$ cat src/rtl/mux16_drain_sched.sv
// rtl/mux16_drain_sched.sv - drains enabled lanes of a 16-to-1 mux into a valid/ready stream
//
// Ports:
//   clk, rst_n      clock and asynchronous active-low reset
//   start, abort    begin a drain (sampled in IDLE) / cancel back to IDLE
//   lane_mask       lanes to drain, latched on accepted start
//   mux_sel         select driven to the shared lane mux
//   mux_data        mux output, combinational from mux_sel
//   m_valid/m_ready output stream handshake
//   m_data, m_lane, m_last  registered beat payload
//   busy, done      drain in progress / one-cycle completion pulse
module mux16_drain_sched #(
    parameter int DATA_WIDTH = 16
) (
    input  logic                         clk,
    input  logic                         rst_n,
    input  logic                         start,
    input  logic                         abort,
    input  logic [15:0]                  lane_mask,
    output logic [3:0]                   mux_sel,
    input  logic signed [DATA_WIDTH-1:0] mux_data,
    output logic                         m_valid,
    input  logic                         m_ready,
    output logic signed [DATA_WIDTH-1:0] m_data,
    output logic [3:0]                   m_lane,
    output logic                         m_last,
    output logic                         busy,
    output logic                         done
);

    typedef enum logic [1:0] {
        IDLE  = 2'd0,
        DRAIN = 2'd1,
        FLUSH = 2'd2
    } state_t;

    state_t      state;
    state_t      state_next;
    logic [15:0] pend;
    logic [15:0] pend_clr;
    logic        load;
    logic        accept;
    logic        start_ok;

    // Lowest pending lane wins; scanning downward leaves the lowest index last.
    always_comb begin
        mux_sel = 4'd0;
        for (int i = 15; i >= 0; i--) begin
            if (pend[i]) begin
                mux_sel = 4'(i);
            end
        end
    end

    assign pend_clr = pend & ~(16'd1 << mux_sel);
    // Output register refills whenever it is empty or being emptied this edge.
    assign load     = (pend != 16'd0) && (!m_valid || m_ready);
    assign accept   = m_valid && m_ready;
    assign start_ok = (state == IDLE) && start && !abort;
    assign busy     = (state != IDLE);

    always_ff @(posedge clk or negedge rst_n) begin
        if (!rst_n) begin
            state <= IDLE;
        end else begin
            state <= state_next;
        end
    end

    always_comb begin
        state_next = state;
        if (abort) begin
            state_next = IDLE;
        end else begin
            case (state)
                IDLE: begin
                    if (start && lane_mask != 16'd0) begin
                        state_next = DRAIN;
                    end
                end
                DRAIN: begin
                    if (load && pend_clr == 16'd0) begin
                        state_next = FLUSH;
                    end
                end
                FLUSH: begin
                    if (accept && m_last) begin
                        state_next = IDLE;
                    end
                end
                default: state_next = IDLE;
            endcase
        end
    end

    always_ff @(posedge clk or negedge rst_n) begin
        if (!rst_n) begin
            pend    <= 16'd0;
            m_valid <= 1'b0;
            m_data  <= '0;
            m_lane  <= 4'd0;
            m_last  <= 1'b0;
            done    <= 1'b0;
        end else if (abort) begin
            pend    <= 16'd0;
            m_valid <= 1'b0;
            done    <= 1'b0;
        end else begin
            // An empty mask completes immediately without ever going busy.
            done <= (start_ok && lane_mask == 16'd0) ||
                    (state == FLUSH && accept && m_last);
            if (start_ok) begin
                pend <= lane_mask;
            end else if (load) begin
                pend <= pend_clr;
            end
            if (load) begin
                m_data  <= mux_data;
                m_lane  <= mux_sel;
                m_last  <= (pend_clr == 16'd0);
                m_valid <= 1'b1;
            end else if (accept) begin
                m_valid <= 1'b0;
            end
        end
    end

endmodule

$ cat config.mk
export PLATFORM = sky130hd
export DESIGN_NAME = mux16_drain_sched
export DESIGN_NICKNAME = d
export VERILOG_FILES = /design/src/rtl/mux16_drain_sched.sv
export SDC_FILE = /design/constraint.sdc
export NUM_CORES = 1
export LEC_CHECK = 0
export ABC_AREA = 1
export BUFFER_PORTS_ARGS = -buffer_cell sky130_fd_sc_hd__buf_2
export CAP_MARGIN = 20
export CORE_ASPECT_RATIO = 0.5
export CORE_MARGIN = 2
export CORE_UTILIZATION = 48
export DETAILED_ROUTE_END_ITERATION = 12
export PLACE_DENSITY_LB_ADDON = 0.08
export SLEW_MARGIN = 40
export SYNTH_ARGS = -nofsm -noshare
export SYNTH_HDL_FRONTEND = slang
export SYNTH_SLANG_ARGS = --single-unit
export TNS_END_PERCENT = 5
$ cat constraint.sdc
create_clock -name clk -period 2.93 [get_ports clk]
set_input_delay 0.7325 -clock clk [delete_from_list [all_inputs] [get_ports clk]]
set_output_delay 0.7325 -clock clk [all_outputs]
set_load 0.02 [all_outputs]
# ---- Word level (Yosys, flattened, before mapping)
# Index checks and enable logic that the tools add are counted.
# Widths: inputs -> output; s select.
dict set report classes {
  n_eq_ne 5
  n_mux 28
  n_reduce_logical 24
  bitwise_logic 3
  shift 1
}
# op count
set ops {}
lappend ops {{$mux 4} 16}
lappend ops {{$mux 16} 3}
lappend ops {{$logic_not 16->1} 2}
lappend ops {{$reduce_bool 16->1} 2}
lappend ops {{$and 16x16->16} 1}
lappend ops {{$not 16->16} 1}
lappend ops {{$shl 1x4->16 const A} 1}
lappend ops {{$logic_and 1x1->1} 10}
lappend ops {{$mux 2} 4}
lappend ops {{$ne 3x3->1 const B} 2}
lappend ops {{$pmux 2 s3} 1}
lappend ops {{$reduce_bool 3->1} 2}
lappend ops {{$mux 1} 4}
lappend ops {{$ne 3x2->1 const B} 1}
lappend ops {{$reduce_and 3->1} 1}
lappend ops {{$eq 2x1->1 const B} 1}
lappend ops {{$eq 2x2->1 const B} 1}
lappend ops {{$logic_not 1->1} 2}
lappend ops {{$logic_not 2->1} 1}
lappend ops {{$logic_or 1x1->1} 2}
lappend ops {{$reduce_and 2->1} 1}
lappend ops {{$reduce_bool 2->1} 1}
lappend ops {{$not 1->1} 1}
dict set report totals {
  register_bits 41
  input_bits 37
  out_inout_bits 28
}

# ---- Longest topological paths before layout
# Gate-level depths: netlist of run 1.
dict set report logic_depth {
  depth_word 24
  ltp_mapped 23
  depth_no_buf 23
}

# ---- Worst setup path before layout of run 1
# No wires, ideal clock.
dict set report synth_timing {
  path_kind {register to output}
  from {register pend[14]}
  to {output port mux_sel[0]}
  required_ns 2.197
  setup_slack_ns 0.856
  arrival_time_ns 1.342
  stages_incl_launch_ff 18
  path_cell_list {dfrtp_1 > inv_2 > nand2_1 > nand2_1 > nand2_1 > nand2_1 > nand2_1 > nand2_1 > nand2_1 > nand2_1 > nand2_1 > nand2_1 > nand2_1 > nand2_2 > nand2_4 > nand2_2 > nand2_2 > inv_1}
}
dict set report synth_between {
  elab_chain_len 15
}
# element line_no
set synth_lines {}
lappend synth_lines {{from (decl)} 39} ;# logic [15:0] pend;
lappend synth_lines {{from (signal assigned)} 113} ;# pend <= lane_mask;
lappend synth_lines {{from (signal assigned)} 115} ;# pend <= pend_clr;
lappend synth_lines {{$mux 4 (15 in a row)} 49} ;# if (pend[i]) begin
lappend synth_lines {{to (decl)} 20} ;# output logic [3:0] mux_sel,
# Every way passes these cells.

# ---- Final worst setup path of run 1
# Ends and elaborated chain as after synthesis.

==> results.py, run 1 <==
metrics = {
    "place": {
        "portBuffers": 64,
        "gp_congestion": 0.929,
        "hpwl_mm": 4.22,
    },
    "die": {
        "core-area_mm2": 0.00438,
        "start_util_pct": 49.9,
        "row_count": 17,
        "die_area_mm2": 0.00514,
        "pin_count": 65,
        "die_width_um": 99.4,
        "die_y_um": 51.7,
    },
    "worst_setup_path": {
        "start_kind": "flop",
        "reg2reg_to": "state[0]",
        "critical_path.top_delay_family": "simple AND/OR/NAND/NOR gates",
        "crit_chain": "inv_2, nand2_1, nand2_1, nand2_1, nand2_1, nand2_1, nand2_1, nand2_1, nand2_1, nand2_1, nand2_1, nand2_1, nand2_2, nand2_4, nand2_2, nand2_2, inv_1, buf_2",
        "path_common_cell": "nand2_1",
        "end_kind": "primary output",
        "worst-r2r-cell-count": 12,
        "r2r_slack_ps": 620,
        "reg2reg_from": "pend[10]",
        "critPathMaxStageDelay_ps": 410,
        "cp.arrival_ps": 1910,
        "path_class": "flop to primary output",
        "cp_max_fo": 5,
        "cp_slowest_cell": "dfrtp_1",
        "path_buf_inv": 3,
        "worstPathRequired_ps": 2200,
    },
    "layout": {
        "fin_util_pct": 60.7,
        "layout_commonest_cell": "nand2_1",
        "most-common-layout-cells": "nand2_1, buf_2, dfrtp_1",
        "syn_to_final_growth_pct": 21.7,
        "ff_latch_area_mm2": 0.00103,
        "drive_gt1_share_pct": 30.1,
        "fillers": 425,
        "antenna_cells": 0,
        "fin_nets": 382,
        "multiInputGateArea_um2": 998,
    },
    "sta": {
        "clock.fmax_ghz": 0.379,
        "tns_ps": 0,
        "finClkSkew_ps": 8.87,
        "timing.final.crit_share_pct": 90.1,
        "slew_headroom_pct": 65.4,
        "fin_crit_ps": 2640,
        "hold_viol": 0,
        "hold_ws_ps": 395,
        "rsz0062_at_grt": "no",
        "slew_violations": 0,
        "worst_pin_slew_ps": 519,
        "setup_viol": 0,
    },
    "grt": {
        "use_met3_pct": 6.59,
        "antenna_found_initial": 0,
        "busiest_layer": "met2",
        "grt_pass1_vias": 2056,
        "grt_use_met2_pct": 37.8,
        "grt_use_met1_pct": 32.5,
        "grtUsageTotal_pct": 23.7,
        "grt_overflow": 0,
        "grt_first_pass_wirelength_mm": 9.43,
        "grt_max_degree": 42,
    },
    "detailed_routing": {
        "ant_nets": 0,
        "drc": 0,
        "wl_per_cell_um": 14.0,
        "finalWirelength_mm": 5.65,
        "viasPerCell": 5.31,
        "dr.first_iter.drc_count": 124,
        "via_count": 2140,
        "dr.pass1.iters": 4,
    },
    "clocking": {
        "htreeDepth": 2,
        "post_cts_buffers": 0,
        "hold_buffers": 0,
        "clkSinkCount": 41,
        "cts_tree": "yes",
        "cts_buffers": 5,
        "cts.path.max_buffers": 2,
        "cts_root_buf": "clkbuf_8",
        "cts_resized": 0,
        "insertion_delay_ps": 300,
        "clk_pin_slew_ps": 90,
    },
    "yosys": {
        "synth_edf_count": 0,
        "yosysWarnings": 0,
        "syn_area_mm2": 0.00218,
        "async_reset_ff_share_pct": 100,
        "synth_fp_nets": 315,
        "ys_seq_area_share_pct": 47.0,
        "synth_seq_cells": 41,
        "synthDistinctLibCells": 26,
        "synth_flop_cell": "dfrtp_1",
        "synth_cells": 278,
        "syn_area_per_cell_um2": 7.86,
    },
    "power_and_ir_drop": {
        "clkPwrFrac_pct": 11.6,
        "power.switching_uw": 1790,
        "power.internal_uw": 1560,
        "p_leak_uw": 0.00141,
        "ir_drop_mv": 0.489,
        "p_seq_share_pct": 27.9,
        "power_density_mw_per_mm2": 1260,
        "pwr-share-comb_pct": 60.5,
        "switching_share_pct": 53.5,
    },
    "run": {
        "max_cap_violations": 0,
    },
    "hold_path": {
        "hold_class": "primary input to asynchronous set/reset pin",
    },
    "run_status": {
        "outcome": "finished, final reports clean",
    },
}
==> final cells by class <==
type,instances,area share [%]
Clock buffer,5,2.59
Clock inverter,3,0.800
Inverter,36,5.08
Multi-Input combinational cell,195,37.6
Sequential cell,41,38.6
Tap cell,57,2.68
Timing Repair Buffer,66,12.7
==> metrics by stage <==
step | setup slack, ps | power (uW) | instances | area, um^2
2_1_floorplan | 856 | 2370 | 278 | 2180
3_3_place_gp | 633 | 2910 | 395 | 2570
3_5_place_dp | 617 | 2950 | 395 | 2570
4_1_cts | 280 | 3340 | 403 | 2660
5_1_grt | 86.1 | 3620 | 403 | 2660
6_report | 289 | 3350 | 403 | 2660
==> cell usage after synthesis (3+ instances only) <==
| cell | count | area, um^2 |
|---|---|---|
| nand2_1 | 103 | 387 |
| dfrtp_1 | 41 | 1030 |
| inv_1 | 22 | 82.6 |
| o221ai_1 | 15 | 131 |
| nand3_1 | 12 | 60.1 |
| nor2_1 | 12 | 45.0 |
| inv_2 | 11 | 41.3 |
| nand4_1 | 11 | 68.8 |
| o21ai_1 | 10 | 50.1 |
| nand2_2 | 6 | 37.5 |
| o21ai_0 | 5 | 25.0 |
| clkbuf_1 | 4 | 15.0 |
| nor4_1 | 4 | 25.0 |
| clkinv_1 | 3 | 11.3 |
| nand3_2 | 3 | 30.0 |
| nor2_2 | 3 | 18.8 |
==> worst max path at each step <==
| stage | startpoint | endpoint | slack [ps] | cells after the start |
|---|---|---|---|---|
| after floorplan | pend[14] | mux_sel[0] | 860 | 17 |
| after global placement | pend[13] | mux_sel[0] | 630 | 17 |
| after detailed placement | pend[14] | mux_sel[0] | 620 | 18 |
| after CTS | pend[14] | mux_sel[0] | 280 | 18 |
| after global routing | pend[14] | mux_sel[0] | 90 | 18 |
| final | pend[14] | mux_sel[0] | 290 | 18 |
==> cell families (layout without fill, tap and decap cells) <==
kind of cell | after synthesis | after routing | synth area share (%)
simple gates | 160 | 160 | 33.7
buf+inv | 42 | 110 | 7.33
compound gates | 35 | 35 | 12.0
flops | 41 | 41 | 47.0
==> power groups by stage <==
stage | Combinational [uW] | Sequential [uW] | Clock, uW
3_5_place_dp | 2010 | 940 | 0
5_1_grt | 2230 | 965 | 424
4_1_cts | 2010 | 934 | 399
3_3_place_gp | 1970 | 936 | 0
6_report | 2030 | 935 | 390
2_1_floorplan | 1280 | 1100 | 0
==> flip-flops by register name, summed over array words and instances, names as in the netlist <==
signal   count
m_lane       4
m_last       1
done         1
state        2
pend        16
m_valid      1
m_data      16
==> routing by layer <==
layer  up-vias  routed length [um]
met1      1003                2570
met3         4                 446
met4         0                  25
li1       1053                   -
met5         -                   0
met2        80                2600
==> worst register-to-register path, cell delays in order (launching register included) <==
cell and delay (ps):
dfrtp_1 450, nor4_4 340, nand2_1 150, a21oi_4 280, nand4_1 180, o21ai_1 230, nand2_1 90, clkinv_1 50
nand3_1 80, nor2_2 140, nand3_2 110, nand2_1 70, nand2_1 40
No activity file was read; power rests on OpenSTA's default activity.
==> run 2, diff against run 1 <==
--- a/config.mk
+++ b/config.mk
@@ -10,7 +10,7 @@
 export CAP_MARGIN = 20
 export CORE_ASPECT_RATIO = 0.5
 export CORE_MARGIN = 2
-export CORE_UTILIZATION = 48
+export CORE_UTILIZATION = 46
 export DETAILED_ROUTE_END_ITERATION = 12
 export PLACE_DENSITY_LB_ADDON = 0.08
 export SLEW_MARGIN = 40
==> constraint.sdc (replaced) <==
create_clock -name clk -period 2.4 [get_ports clk]
set_input_delay 0.6 -clock clk [delete_from_list [all_inputs] [get_ports clk]]
set_output_delay 0.6 -clock clk [all_outputs]
set_load 0.02 [all_outputs]
==> run 2 against run 1 <==
The flow now finishes with violations (setup timing). Sequential power rose by 22%. Die area rose by 4.1%. First-iteration DRC count fell by 27%. Sequential cell count did not move. Largest cell class is now multi-input gates. Critical endpoint unchanged. Clock power rose by 45%. Hold slack got worse by 170 ps.
==> results.py, run 2 (synthesis results as in run 1) <==
metrics = {
    "run_status": {
        "outcome": "complete, but fails checks",
        "violations": "setup timing",
    },
    "grt": {
        "grt_first_pass_wirelength_mm": 9.67,
        "grt_max_degree": 27,
        "grt_overflow": 0,
        "grtUsageTotal_pct": 23.4,
        "grt_pass1_vias": 2088,
        "antenna_found_initial": 0,
    },
    "clocking": {
        "clk_pin_slew_ps": 80,
        "clkSinkCount": 41,
        "cts_tree": "yes",
        "insertion_delay_ps": 290,
        "hold_buffers": 0,
        "cts_root_buf": "clkbuf_8",
        "cts_buffers": 5,
        "cts.path.max_buffers": 2,
        "htreeDepth": 2,
    },
    "die": {
        "die_area_mm2": 0.00535,
        "die_width_um": 101,
        "pin_count": 65,
        "row_count": 17,
        "core-area_mm2": 0.00449,
        "start_util_pct": 48.7,
        "die_y_um": 52.7,
    },
    "worst_setup_path": {
        "path_class": "flop to primary output",
        "cp_slowest_cell": "dfrtp_1",
        "start_kind": "flop",
        "end_kind": "primary output",
        "crit_chain": "inv_2, nand2_2, nand2_1, nand2_1, nand2_1, nand2_1, nand2_1, nand2_1, nand2_1, nand2_1, nand2_1, nand2_1, nand2_2, nand2_4, nand2_4, nand2_4, inv_2, buf_6",
        "path_buf_inv": 3,
        "worstPathRequired_ps": 1800,
        "critPathMaxStageDelay_ps": 410,
        "path_common_cell": "nand2_1",
        "critical_path.top_delay_family": "simple AND/OR/NAND/NOR gates",
        "cp.arrival_ps": 1840,
        "cp_max_fo": 4,
    },
    "sta": {
        "timing.final.crit_share_pct": 102,
        "setup_ws_ps": -37.7,
        "finClkSkew_ps": 6.46,
        "setup_viol": 1,
        "fin_crit_ps": 2440,
        "hold_viol": 0,
        "hold_ws_ps": 227,
        "clock.fmax_ghz": 0.410,
        "slew_headroom_pct": 68.5,
        "worst_pin_slew_ps": 469,
        "rsz0062_at_grt": "yes",
        "slew_violations": 0,
    },
    "detailed_routing": {
        "dr.first_iter.drc_count": 90,
        "via_count": 2180,
        "drc": 0,
        "dr.pass1.iters": 4,
        "wl_per_cell_um": 13.7,
        "ant_nets": 0,
        "viasPerCell": 5.19,
        "finalWirelength_mm": 5.75,
    },
    "power_and_ir_drop": {
        "power.internal_uw": 2190,
        "p_seq_share_pct": 25.6,
        "power_density_mw_per_mm2": 1590,
        "switching_share_pct": 51.0,
        "p_leak_uw": 0.00147,
        "ir_drop_mv": 0.615,
        "pwr-share-comb_pct": 61.7,
        "power.switching_uw": 2280,
        "clkPwrFrac_pct": 12.7,
    },
    "place": {
        "dp_slack_ps": 114,
        "hpwl_mm": 4.25,
        "portBuffers": 64,
        "placed_area_mm2": 0.00261,
        "dp.cells": 407,
        "gp_congestion": 0.941,
    },
    "hold_path": {
        "hold_class": "primary input to asynchronous set/reset pin",
    },
    "layout": {
        "fin_nets": 390,
        "fillers": 410,
        "drive_gt1_share_pct": 32.8,
        "layout_commonest_cell": "nand2_1",
        "largestRegisters": "m_data: 16 flops, pend: 16 flops, m_lane: 4 flops",
        "most-common-layout-cells": "nand2_1, buf_2, dfrtp_1",
        "finalNonFillerCells": 420,
        "antenna_cells": 0,
        "final_area_mm2": 0.00280,
        "syn_to_final_growth_pct": 28.2,
    },
    "run": {
        "max_cap_violations": 0,
    },
}
## run 2: repair_timing
item,CTS,global route
setup buffers,3,2
gates resized for setup,3,8
pin swaps,1,4
endpoints found under the setup margin,1,6
## run 2: power groups by stage
stage          registers (uW)  clock network (uW)  logic, uW
4_1_cts                  1140                 579       2580
2_1_floorplan            1340                   0       1560
6_report                 1140                 567       2750
5_1_grt                  1180                 605       3010
3_3_place_gp             1140                   0       2440
3_5_place_dp             1140                   0       2480
## run 2: worst paths after layout
kind	startpoint	slack (ps)	depth (start not counted)	to
min in group clk	m_data[9]	470	2	m_data[9]
hold / removal	rst_n	230	1	pend[13]
setup / recovery	pend[14]	-40	18	mux_sel[0]
max in group asynchronous	rst_n	1700	2	state[0]
setup reg to reg	pend[14]	0	23	state[0]
hold reg to reg	m_data[9]	470	2	m_data[9]
## run 2: worst reg2reg max path: stages, from the launching register on
cell and delay [ps]:
dfrtp_1 410, inv_2 70, nand2_2 50, nand2_1 60, nand2_1 50, nand2_1 60
nand2_1 60, nand2_1 60, nand2_1 50, nand2_1 50, nand2_1 40, nand2_1 60
nand2_1 70, nand2_2 90, buf_4 120, nand4_1 160, o21ai_2 190, nand2_1 70
clkinv_1 60, nand3_1 140, nor2_4 160, nand3_2 90, nand2_1 80, nand2_1 50
## run 2: area by class of cell
| type | count | area (um^2) | share of cell area, % |
|---|---|---|---|
| multi-input cells | 195 | 1030 | 36.7 |
| flip-flops and latches | 41 | 1030 | 36.6 |
| repair buffers | 74 | 414 | 14.8 |
| inverters | 36 | 138 | 4.92 |
| well taps | 66 | 82.6 | 2.95 |
| clock buffers | 6 | 72.6 | 2.59 |
| clock inverters | 2 | 38.8 | 1.39 |
## run 2: metal layers
layer	share of wire, %	wire length (um)	GRT usage [%]	vias up
li1	-	-	-	1075
met4	1.0	59	3.60	0
met1	47	2720	32.2	1011
met3	7.7	440	5.73	6
met5	0	0	0	-
met2	44	2530	38.6	88
## run 2: metrics by stage
stage               util, %  TNS [ps]  total power [uW]
floorplan                 -         0              2900
global placement       58.2         0              3590
CTS                    61.5         0              4300
finish                 62.4     -37.7              4460
global route           62.4      -665              4800
detailed placement     58.2         0              3630
